File: src/rtl/pid_regmap_pkg.sv
// -----------------------------------------------------------------------------
// pid_regmap_pkg
// Register map of the PID register file and the state encoding of the access
// arbiter that drives its single byte port. The register file itself imports
// this package, so both sides share one definition of the map.
//   REG_P..REG_SP     : writable tuning registers
//   REG_PID_O, REG_PWM_O : live outputs, refreshed by the register file
//   NUM_REGS          : implemented registers; higher addresses are illegal
//   RO_BASE           : first register that is read-only
// -----------------------------------------------------------------------------
package pid_regmap_pkg;

  localparam int REG_P     = 0;
  localparam int REG_I     = 1;
  localparam int REG_D     = 2;
  localparam int REG_SP    = 3;
  localparam int REG_PID_O = 14;
  localparam int REG_PWM_O = 15;
  localparam int NUM_REGS  = 16;
  localparam int RO_BASE   = 14;

  typedef enum logic [2:0] {
    IDLE,
    WRITE,
    READ,
    READ_WAIT,
    RESP
  } state_e;

endpackage : pid_regmap_pkg

File: src/rtl/reg_access_arbiter_rr_arb2.sv
// -----------------------------------------------------------------------------
// rr_arb2
// Two-way round-robin grant. With a single request that requester wins; with
// both, the one that did not win last time wins.
//   req[1:0]    in  : request vector
//   last_grant  in  : index of the previously granted requester
//   gnt[1:0]    out : one-hot grant (all zero when nothing is requested)
// -----------------------------------------------------------------------------
module rr_arb2 (
  input  logic [1:0] req,
  input  logic       last_grant,
  output logic [1:0] gnt
);

  // NOTE: every output of a combinational block gets a default first, so no
  // path through the case can leave it unassigned and infer a latch.
  always_comb begin
    gnt = 2'b00;
    case (req)
      2'b01:   gnt = 2'b01;
      2'b10:   gnt = 2'b10;
      2'b11:   gnt = last_grant ? 2'b01 : 2'b10;
      default: gnt = 2'b00;
    endcase
  end

endmodule : rr_arb2

File: src/rtl/reg_access_arbiter.sv
// -----------------------------------------------------------------------------
// reg_access_arbiter
// Shares the PID register file's single write/read byte port between the host
// UART command parser (requester 0) and the debug/SPI bridge (requester 1).
// One transaction is in flight at a time: accept, check the address, perform
// the write or the registered read, then pulse a response to the requester.
//
// Ports
//   clk_in, reset                 : clock, asynchronous active-high reset
//   reqN_valid/ready/we/addr/wdata: request handshake, N = 0,1
//   rspN_valid/rdata/err          : one-cycle response pulse, N = 0,1
//   mem_we/waddr/wdata/raddr      : register-file port (drive side)
//   mem_rdata                     : register-file read data, 1 cycle after raddr
//
// Latency from the accept cycle T: write response T+2, read T+3, error T+1.
//
// Build option: define REG_WR_PROTECT_EN to reject writes to the read-only
// registers [RO_BASE, NUM_REGS). Without it those writes reach the register
// file, which overwrites them from live PID/PWM values on the next cycle.
// -----------------------------------------------------------------------------
module reg_access_arbiter
  import pid_regmap_pkg::*;
#(
  parameter int ADDR_W   = 8,
  parameter int DATA_W   = 8,
  parameter int NUM_REGS = pid_regmap_pkg::NUM_REGS,
  parameter int RO_BASE  = pid_regmap_pkg::RO_BASE
) (
  input  logic              clk_in,
  input  logic              reset,

  input  logic              req0_valid,
  output logic              req0_ready,
  input  logic              req0_we,
  input  logic [ADDR_W-1:0] req0_addr,
  input  logic [DATA_W-1:0] req0_wdata,
  output logic              rsp0_valid,
  output logic [DATA_W-1:0] rsp0_rdata,
  output logic              rsp0_err,

  input  logic              req1_valid,
  output logic              req1_ready,
  input  logic              req1_we,
  input  logic [ADDR_W-1:0] req1_addr,
  input  logic [DATA_W-1:0] req1_wdata,
  output logic              rsp1_valid,
  output logic [DATA_W-1:0] rsp1_rdata,
  output logic              rsp1_err,

  output logic              mem_we,
  output logic [ADDR_W-1:0] mem_waddr,
  output logic [DATA_W-1:0] mem_wdata,
  output logic [ADDR_W-1:0] mem_raddr,
  input  logic [DATA_W-1:0] mem_rdata
);

  state_e                 state_q, state_d;
  logic                   id_q, id_d;
  logic [ADDR_W-1:0]      addr_q, addr_d;
  logic [DATA_W-1:0]      wdata_q, wdata_d;
  logic                   last_grant_q, last_grant_d;
  logic                   mem_we_q, mem_we_d;
  logic [1:0]             rsp_valid_q, rsp_valid_d;
  logic [1:0]             rsp_err_q, rsp_err_d;
  logic [1:0][DATA_W-1:0] rsp_rdata_q, rsp_rdata_d;

  logic [1:0]        gnt;
  logic              idle;
  logic              accept;
  logic              sel_id;
  logic              sel_we;
  logic [ADDR_W-1:0] sel_addr;
  logic [DATA_W-1:0] sel_wdata;
  logic              sel_legal;

  rr_arb2 u_rr_arb2 (
    .req        ({req1_valid, req0_valid}),
    .last_grant (last_grant_q),
    .gnt        (gnt)
  );

  // Ready is only offered from IDLE, so the grant is a handshake in that cycle.
  assign idle       = (state_q == IDLE);
  assign req0_ready = idle & gnt[0];
  assign req1_ready = idle & gnt[1];
  assign accept     = idle & (|gnt);

  assign sel_id    = gnt[1];
  assign sel_we    = sel_id ? req1_we    : req0_we;
  assign sel_addr  = sel_id ? req1_addr  : req0_addr;
  assign sel_wdata = sel_id ? req1_wdata : req0_wdata;

  // The check is evaluated on the request being latched, so an illegal access
  // can be answered in the very next cycle without touching the register file.
  always_comb begin
    sel_legal = (int'(sel_addr) < NUM_REGS);
`ifdef REG_WR_PROTECT_EN
    if (sel_we && (int'(sel_addr) >= RO_BASE)) begin
      sel_legal = 1'b0;
    end
`endif
  end

  always_comb begin
    state_d      = state_q;
    id_d         = id_q;
    addr_d       = addr_q;
    wdata_d      = wdata_q;
    last_grant_d = last_grant_q;
    mem_we_d     = 1'b0;
    rsp_valid_d  = 2'b00;
    rsp_err_d    = 2'b00;
    rsp_rdata_d  = '0;

    case (state_q)
      IDLE: begin
        if (accept) begin
          id_d         = sel_id;
          addr_d       = sel_addr;
          wdata_d      = sel_wdata;
          last_grant_d = sel_id;
          if (!sel_legal) begin
            rsp_valid_d[sel_id] = 1'b1;
            rsp_err_d[sel_id]   = 1'b1;
            state_d             = RESP;
          end else if (sel_we) begin
            mem_we_d = 1'b1;
            state_d  = WRITE;
          end else begin
            state_d = READ;
          end
        end
      end
      WRITE: begin
        rsp_valid_d[id_q] = 1'b1;
        state_d           = RESP;
      end
      READ: begin
        // mem_raddr already carries the latched address during this cycle.
        state_d = READ_WAIT;
      end
      READ_WAIT: begin
        rsp_valid_d[id_q] = 1'b1;
        rsp_rdata_d[id_q] = mem_rdata;
        state_d           = RESP;
      end
      RESP: begin
        state_d = IDLE;
      end
      default: begin
        state_d = IDLE;
      end
    endcase
  end

  // NOTE: state is updated with non-blocking assignments so every flop samples
  // the pre-edge values regardless of statement order.
  always_ff @(posedge clk_in or posedge reset) begin
    if (reset) begin
      state_q      <= IDLE;
      id_q         <= 1'b0;
      addr_q       <= '0;
      wdata_q      <= '0;
      last_grant_q <= 1'b1;
      mem_we_q     <= 1'b0;
      rsp_valid_q  <= 2'b00;
      rsp_err_q    <= 2'b00;
      rsp_rdata_q  <= '0;
    end else begin
      state_q      <= state_d;
      id_q         <= id_d;
      addr_q       <= addr_d;
      wdata_q      <= wdata_d;
      last_grant_q <= last_grant_d;
      mem_we_q     <= mem_we_d;
      rsp_valid_q  <= rsp_valid_d;
      rsp_err_q    <= rsp_err_d;
      rsp_rdata_q  <= rsp_rdata_d;
    end
  end

  // Address/data follow the latched request; only mem_we qualifies the write.
  assign mem_we    = mem_we_q;
  assign mem_waddr = addr_q;
  assign mem_wdata = wdata_q;
  assign mem_raddr = addr_q;

  assign rsp0_valid = rsp_valid_q[0];
  assign rsp0_err   = rsp_err_q[0];
  assign rsp0_rdata = rsp_rdata_q[0];
  assign rsp1_valid = rsp_valid_q[1];
  assign rsp1_err   = rsp_err_q[1];
  assign rsp1_rdata = rsp_rdata_q[1];

endmodule : reg_access_arbiter
File: config.mk
export PLATFORM = sky130hd
export DESIGN_NAME = reg_access_arbiter
export DESIGN_NICKNAME = d
export VERILOG_FILES = /design/src/rtl/pid_regmap_pkg.sv /design/src/rtl/reg_access_arbiter_rr_arb2.sv /design/src/rtl/reg_access_arbiter.sv
export SDC_FILE = /design/constraint.sdc
export NUM_CORES = 1
export LEC_CHECK = 0
export CORE_MARGIN = 5
export CORE_UTILIZATION = 37
export CTS_BUF_LIST = sky130_fd_sc_hd__clkbuf_4 sky130_fd_sc_hd__clkbuf_8
export DETAILED_ROUTE_END_ITERATION = 10
export PLACE_DENSITY = 0.84
export SLEW_MARGIN = 10
export SYNTH_ARGS = -nofsm -noshare
export SYNTH_HDL_FRONTEND = slang
export SYNTH_HIERARCHICAL = 1
export SYNTH_SLANG_ARGS = --single-unit
File: constraint.sdc
create_clock -name clk_in -period 2.12 [get_ports clk_in]
set_input_delay 0.636 -clock clk_in [delete_from_list [all_inputs] [get_ports clk_in]]
set_output_delay 0.636 -clock clk_in [all_outputs]
set_load 0.05 [all_outputs]
# --- Yosys cells after proc, flatten, opt, wreduce, memory -nomap -nowiden ---
# Index checks and enable logic that the tools add are counted.
word_totals:
  ff_bits: 42
  word_cells: 56
  out_inout_bits: 47
op_classes:
  bitwise_logic: 4
  n_eq_ne: 7
  n_reduce_logical: 6
  n_lt_le_gt_ge: 5
  n_mux: 24
ops:
  columns: ["cell", "n"]
  rows:
  - ["$mux 8", 3]
  - ["$and 16x16->16", 1]
  - ["$mux 16", 1]
  - ["$mux 2", 5]
  - ["$pmux 3 s3", 1]
  - ["$demux 8 s1", 1]
  - ["$lt 8x5->1 const B", 1]
  - ["$mux 1", 7]
  - ["$eq 3x2->1 const B", 2]
  - ["$mux 3", 2]
  - ["$pmux 2 s3", 1]
  - ["$eq 2x2->1 const B", 2]
  - ["$lt 1x2->1 const B", 2]
  - ["$pmux 2 s2", 1]
  - ["$reduce_or 2->1", 2]
  - ["$and 1x1->1", 3]
  - ["$eq 3x1->1 const B", 1]
  - ["$logic_not 3->1", 1]
  - ["$demux 1 s1", 2]
  - ["$eq 2x1->1 const B", 1]
  - ["$ge 1x1->1 const B", 2]
  - ["$logic_and 1x1->1", 2]
  - ["$ne 2x1->1 const B", 1]
  - ["$reduce_and 2->1", 1]

# --- Depth between registers and ports, before layout ---
depth:
  ltp_word: 9
  depth_mapped: 6
  ltp_nobuf: 5

# --- By module ---
# Netlist, hierarchy kept.
by_module_without_submodules:
  columns: ["module", "area_each_um2", "cells_each", "instances"]
  rows:
  - ["reg_access_arbiter", 1831.8, 144, 1]
  - ["rr_arb2", 18.8, 3, 1]

# --- Least setup slack after synthesis ---
# Ideal clock, no wire load.
synth_timing:
  path_kind: "input-to-output"
  startpoint: "input port req1_valid"
  endpoint: "output port req1_ready"
  t_required_ps: 1484
  setup_slack_ps: -1472
  cell_stages: 4
  t_arrival_ps: 2956
  cell_sequence: "a21boi_0 buf_2 clkbuf_2 nor4b_1"
synth_via:
  elab_chain_len: 3
  word_cells_on_any_way: 5
  cone_classes: "eq/ne (3); mux (1); bitwise (1)"
synth_lines:
  columns: ["element", "line_no", "text"]
  rows:
  - ["start: declaration", "reg_access_arbiter.sv:41", "input logic req1_valid,"]
  - ["$eq 2x2->1 / $eq 2x1->1 (equally long branches)", "reg_access_arbiter_rr_arb2.sv:19", "case (req)"]
  - ["$pmux 2 s3 *", "reg_access_arbiter_rr_arb2.sv:19", null]
  - ["$and 1x1->1 *", "reg_access_arbiter.sv:85", "assign req1_ready = idle & gnt[1];"]
  - ["end: declaration", "reg_access_arbiter.sv:42", "output logic req1_ready,"]
# Every way passes the cells marked *; elsewhere a longest branch is shown, timed or not.

# --- Final worst setup path ---
layout_timing:
  startpoint: "register rsp_rdata_q, in the netlist rsp0_rdata[1]"
  endpoint: "output port rsp0_rdata[1]"
layout_rtl:
  columns: ["element", "line_no", "text"]
  rows:
  - ["start: declaration", "reg_access_arbiter.sv:65", "logic [1:0][DATA_W-1:0] rsp_rdata_q, rsp_rdata_d;"]
  - ["start signal: assignment", "reg_access_arbiter.sv:178", "rsp_rdata_q <= rsp_rdata_d;"]
  - ["end: declaration", "reg_access_arbiter.sv:38", "output logic [DATA_W-1:0] rsp0_rdata,"]
# No word-level cell between the ends.

==> results.tsv <==
stage	metric	value	unit
sta	holdWs	500	ps
critical_path	max_stage_delay	800	ps
clock_network	cts.sinks	42	
critical_path	worst-r2r-cell-count	8	
critical_path	crit_family	buffers and inverters	
sta	max_slew_margin	65.7	%
yosys	synth_edf_count	0	
cells_and_area	area_growth_syn_to_layout	62.9	%
yosys	synth_top_family_by_area	multiplexers	
floorplan	design.core.area	0.00479	mm2
yosys	synth_cells	147	
yosys	synth_warnings	6	
critical_path	slowest_stage	clkdlybuf4s50_1	
sta	timing.clock.skew	3.90	ps
placement	dp_cells	306	
clock_network	cts_root_buf	clkbuf_8	
clock_network	cts_hold_buf	0	
global_route	grt.total_usage	13.2	%
global_route	grt_max_degree	17	
detailed_routing	vias	1439	
global_route	grt_pass1_wl	6760	um
critical_path	required	1480	ps
yosys	synth_nets	193	
yosys	muxShareOfSynthArea	21.2	%
detailed_routing	dr.pass1.iters	4	
yosys	synthSimpleGateAreaFrac	12.0	%
critical_path	rr_endpoint	state_q[0]	
critical_path	crit_path_cell_trace	clkdlybuf4s50_1	
yosys	synthAdderAreaFrac	0	%
sta	finalCriticalPeriod	2040	ps
yosys	syn_area_per_cell	12.6	um2
cells_and_area	final_cells	317	
cells_and_area	n_fill_cell	392	
detailed_routing	drc	0	
run	max_cap_viol_count	0	
sta	finalMaxSlewViolations	0	
floorplan	ios	93	
floorplan	dieArea	0.00652	mm2
power_and_ir_drop	leakage	1.34	nW
detailed_routing	drt_wl_total	4150	um
cells_and_area	final_nets	295	
power_and_ir_drop	power_density	1390	mW/mm2
global_route	antenna_found_initial	0	
detailed_routing	avgViaCountPerCell	4.54	
clock_network	clock_path_buffers	2	
critical_path	crit_arrival	1410	ps
critical_path	cp.depth	1	
floorplan	die-width	80.7	um
global_route	grt_pass1_vias	1530	
power_and_ir_drop	irDropWorstVdd	0.000882	V
detailed_routing	drt_iter0_drc	36	
cells_and_area	final_cell_mix	clkdlybuf4s50_1 (59), buf_4 (47), dfrtp_1 (41)	
cells_and_area	final_common_cell	clkdlybuf4s50_1	
yosys	async_flop_share	100	%
clock_network	clock_latency	280	ps
placement	port_buffers	92	
sta	final.period_utilization	96.4	%
floorplan	start_util	38.7	%
cells_and_area	drive_gt1_share	41.6	%
sta	fmax	490	MHz
critical_path	crit_buf_inv	1	
clock_network	cts_tree	yes	
placement	dpl.hpwl	3430	um
worst_hold_path	hold_class	flop to flop	
yosys	synth_xor_area_share	0	%
critical_path	cp-start-kind	flop	
sta	final_hold_viol_count	0	
placement	place.gp.congestion	0.723	
floorplan	num_rows	25	
floorplan	die_h	80.7	um
critical_path	crit_end	rsp0_rdata[1]	
yosys	synth_compound_gate_area_share	3.85	%
status	status	finished clean	
critical_path	r2r-start	last_grant_q	
clock_network	numCtsBuffers	5	
critical_path	endpoint_kind	output port	
critical_path	regToRegSetupSlack	270	ps
sta	rsz0062_at_grt	false	
sta	tightestPinTransition	512	ps
yosys	seq_area_frac_synth	56.9	%
yosys	synth_flop_cell	dfrtp_1	
yosys	syn_area	0.00185	mm2
cells_and_area	diodes	0	
clock_network	htree_levels	2	
detailed_routing	drtAntennaViolNets	0	
clock_network	clk_pin_slew	80	ps
detailed_routing	avgRoutedWirePerCell	13.1	um
critical_path	cp-startpoint	rsp0_rdata[1]	
yosys	synth_seq_cells	42	
sta	setup_violations	0	
global_route	grt.overflow.total	0	
critical_path	crit_type	flop to output port	
yosys	synthDistinctLibCells	32	
critical_path	crit_path_max_fanout	1	
## cell type report
cell class              count  area (um2)  area share, %
well taps                  67        83.8           2.78
flip-flops and latches     42        1050           34.9
multi-input cells          86         727           24.1
repair buffers            110         993           33.0
inverters                   4        15.0          0.498
clock inverters             2        60.1           1.99
clock buffers               6        82.6           2.74
## per-stage QoR
stage | TNS (ps) | utilization, % | power, W | cell area [um2] | setup slack (ps)
after floorplan | -249 | - | 0.00279 | 1870 | -249
after global placement | -4930 | 59.3 | 0.00341 | 2840 | -305
after CTS | 0 | 62.9 | 0.00423 | 3010 | 7.39
after global routing | 0 | 63.0 | 0.00440 | 3010 | 10.4
after detailed placement | -5550 | 59.3 | 0.00344 | 2840 | -313
final | 0 | 63.0 | 0.00420 | 3010 | 77.3
## Yosys cell counts, types with 2 or more instances
cell      count  area share [%]
inv_1         4            0.81
or4_4         2             1.2
clkbuf_1      4            0.81
a21o_1        2            0.81
mux2_2       34              21
nor2_1       18             3.7
nand2b_1      2            0.68
nand2_1      10             2.0
dfrtp_1      41              55
buf_4         8             3.2
## metal layers
layer	GRT usage, %	routed length (um)
met5	0	0
met4	4.05	60
met3	4.48	418
met2	23.5	2100
met1	15.0	1570
## power by group
group,internal (W),switching [W]
sequential,0.00102,0.000153
clock,0.000502,0.000258
combinational,0.000865,0.00140
total,0.00239,0.00181
## flip-flops by register name (all words and copies together) (netlist names)
register and cells:
state_q 3, mem_wdata 8, id_q 1, rsp_err_q 2, rsp1_rdata 8, mem_raddr 8, last_grant_q 1, mem_we 1
rsp_valid_q 2, rsp0_rdata 8
## cell families (layout without fill, tap and decap cells)
group	count (synthesis)	count (layout)
compound gates	9	9
mux	35	35
flops	42	42
buf+inv	19	122
simple gates	42	42
## timing repair
action | in CTS | in global routing
resized for setup | 9 | 3
pin swaps | 0 | 2
setup buffers | 2 | 1
cloned | 0 | 0
setup endpoints to repair | 2 | 2
## worst min path at each step
stage          cells past startpoint           end          from  slack [ps]
6_report                           1          id_q          id_q         500
5_1_grt                            1  mem_wdata[6]  mem_wdata[6]         530
4_1_cts                            1          id_q          id_q         500
3_5_place_dp                       1          id_q          id_q         480
3_3_place_gp                       1          id_q          id_q         460
2_1_floorplan                      1          id_q          id_q         450
No activity file was read; power rests on OpenSTA's default activity.
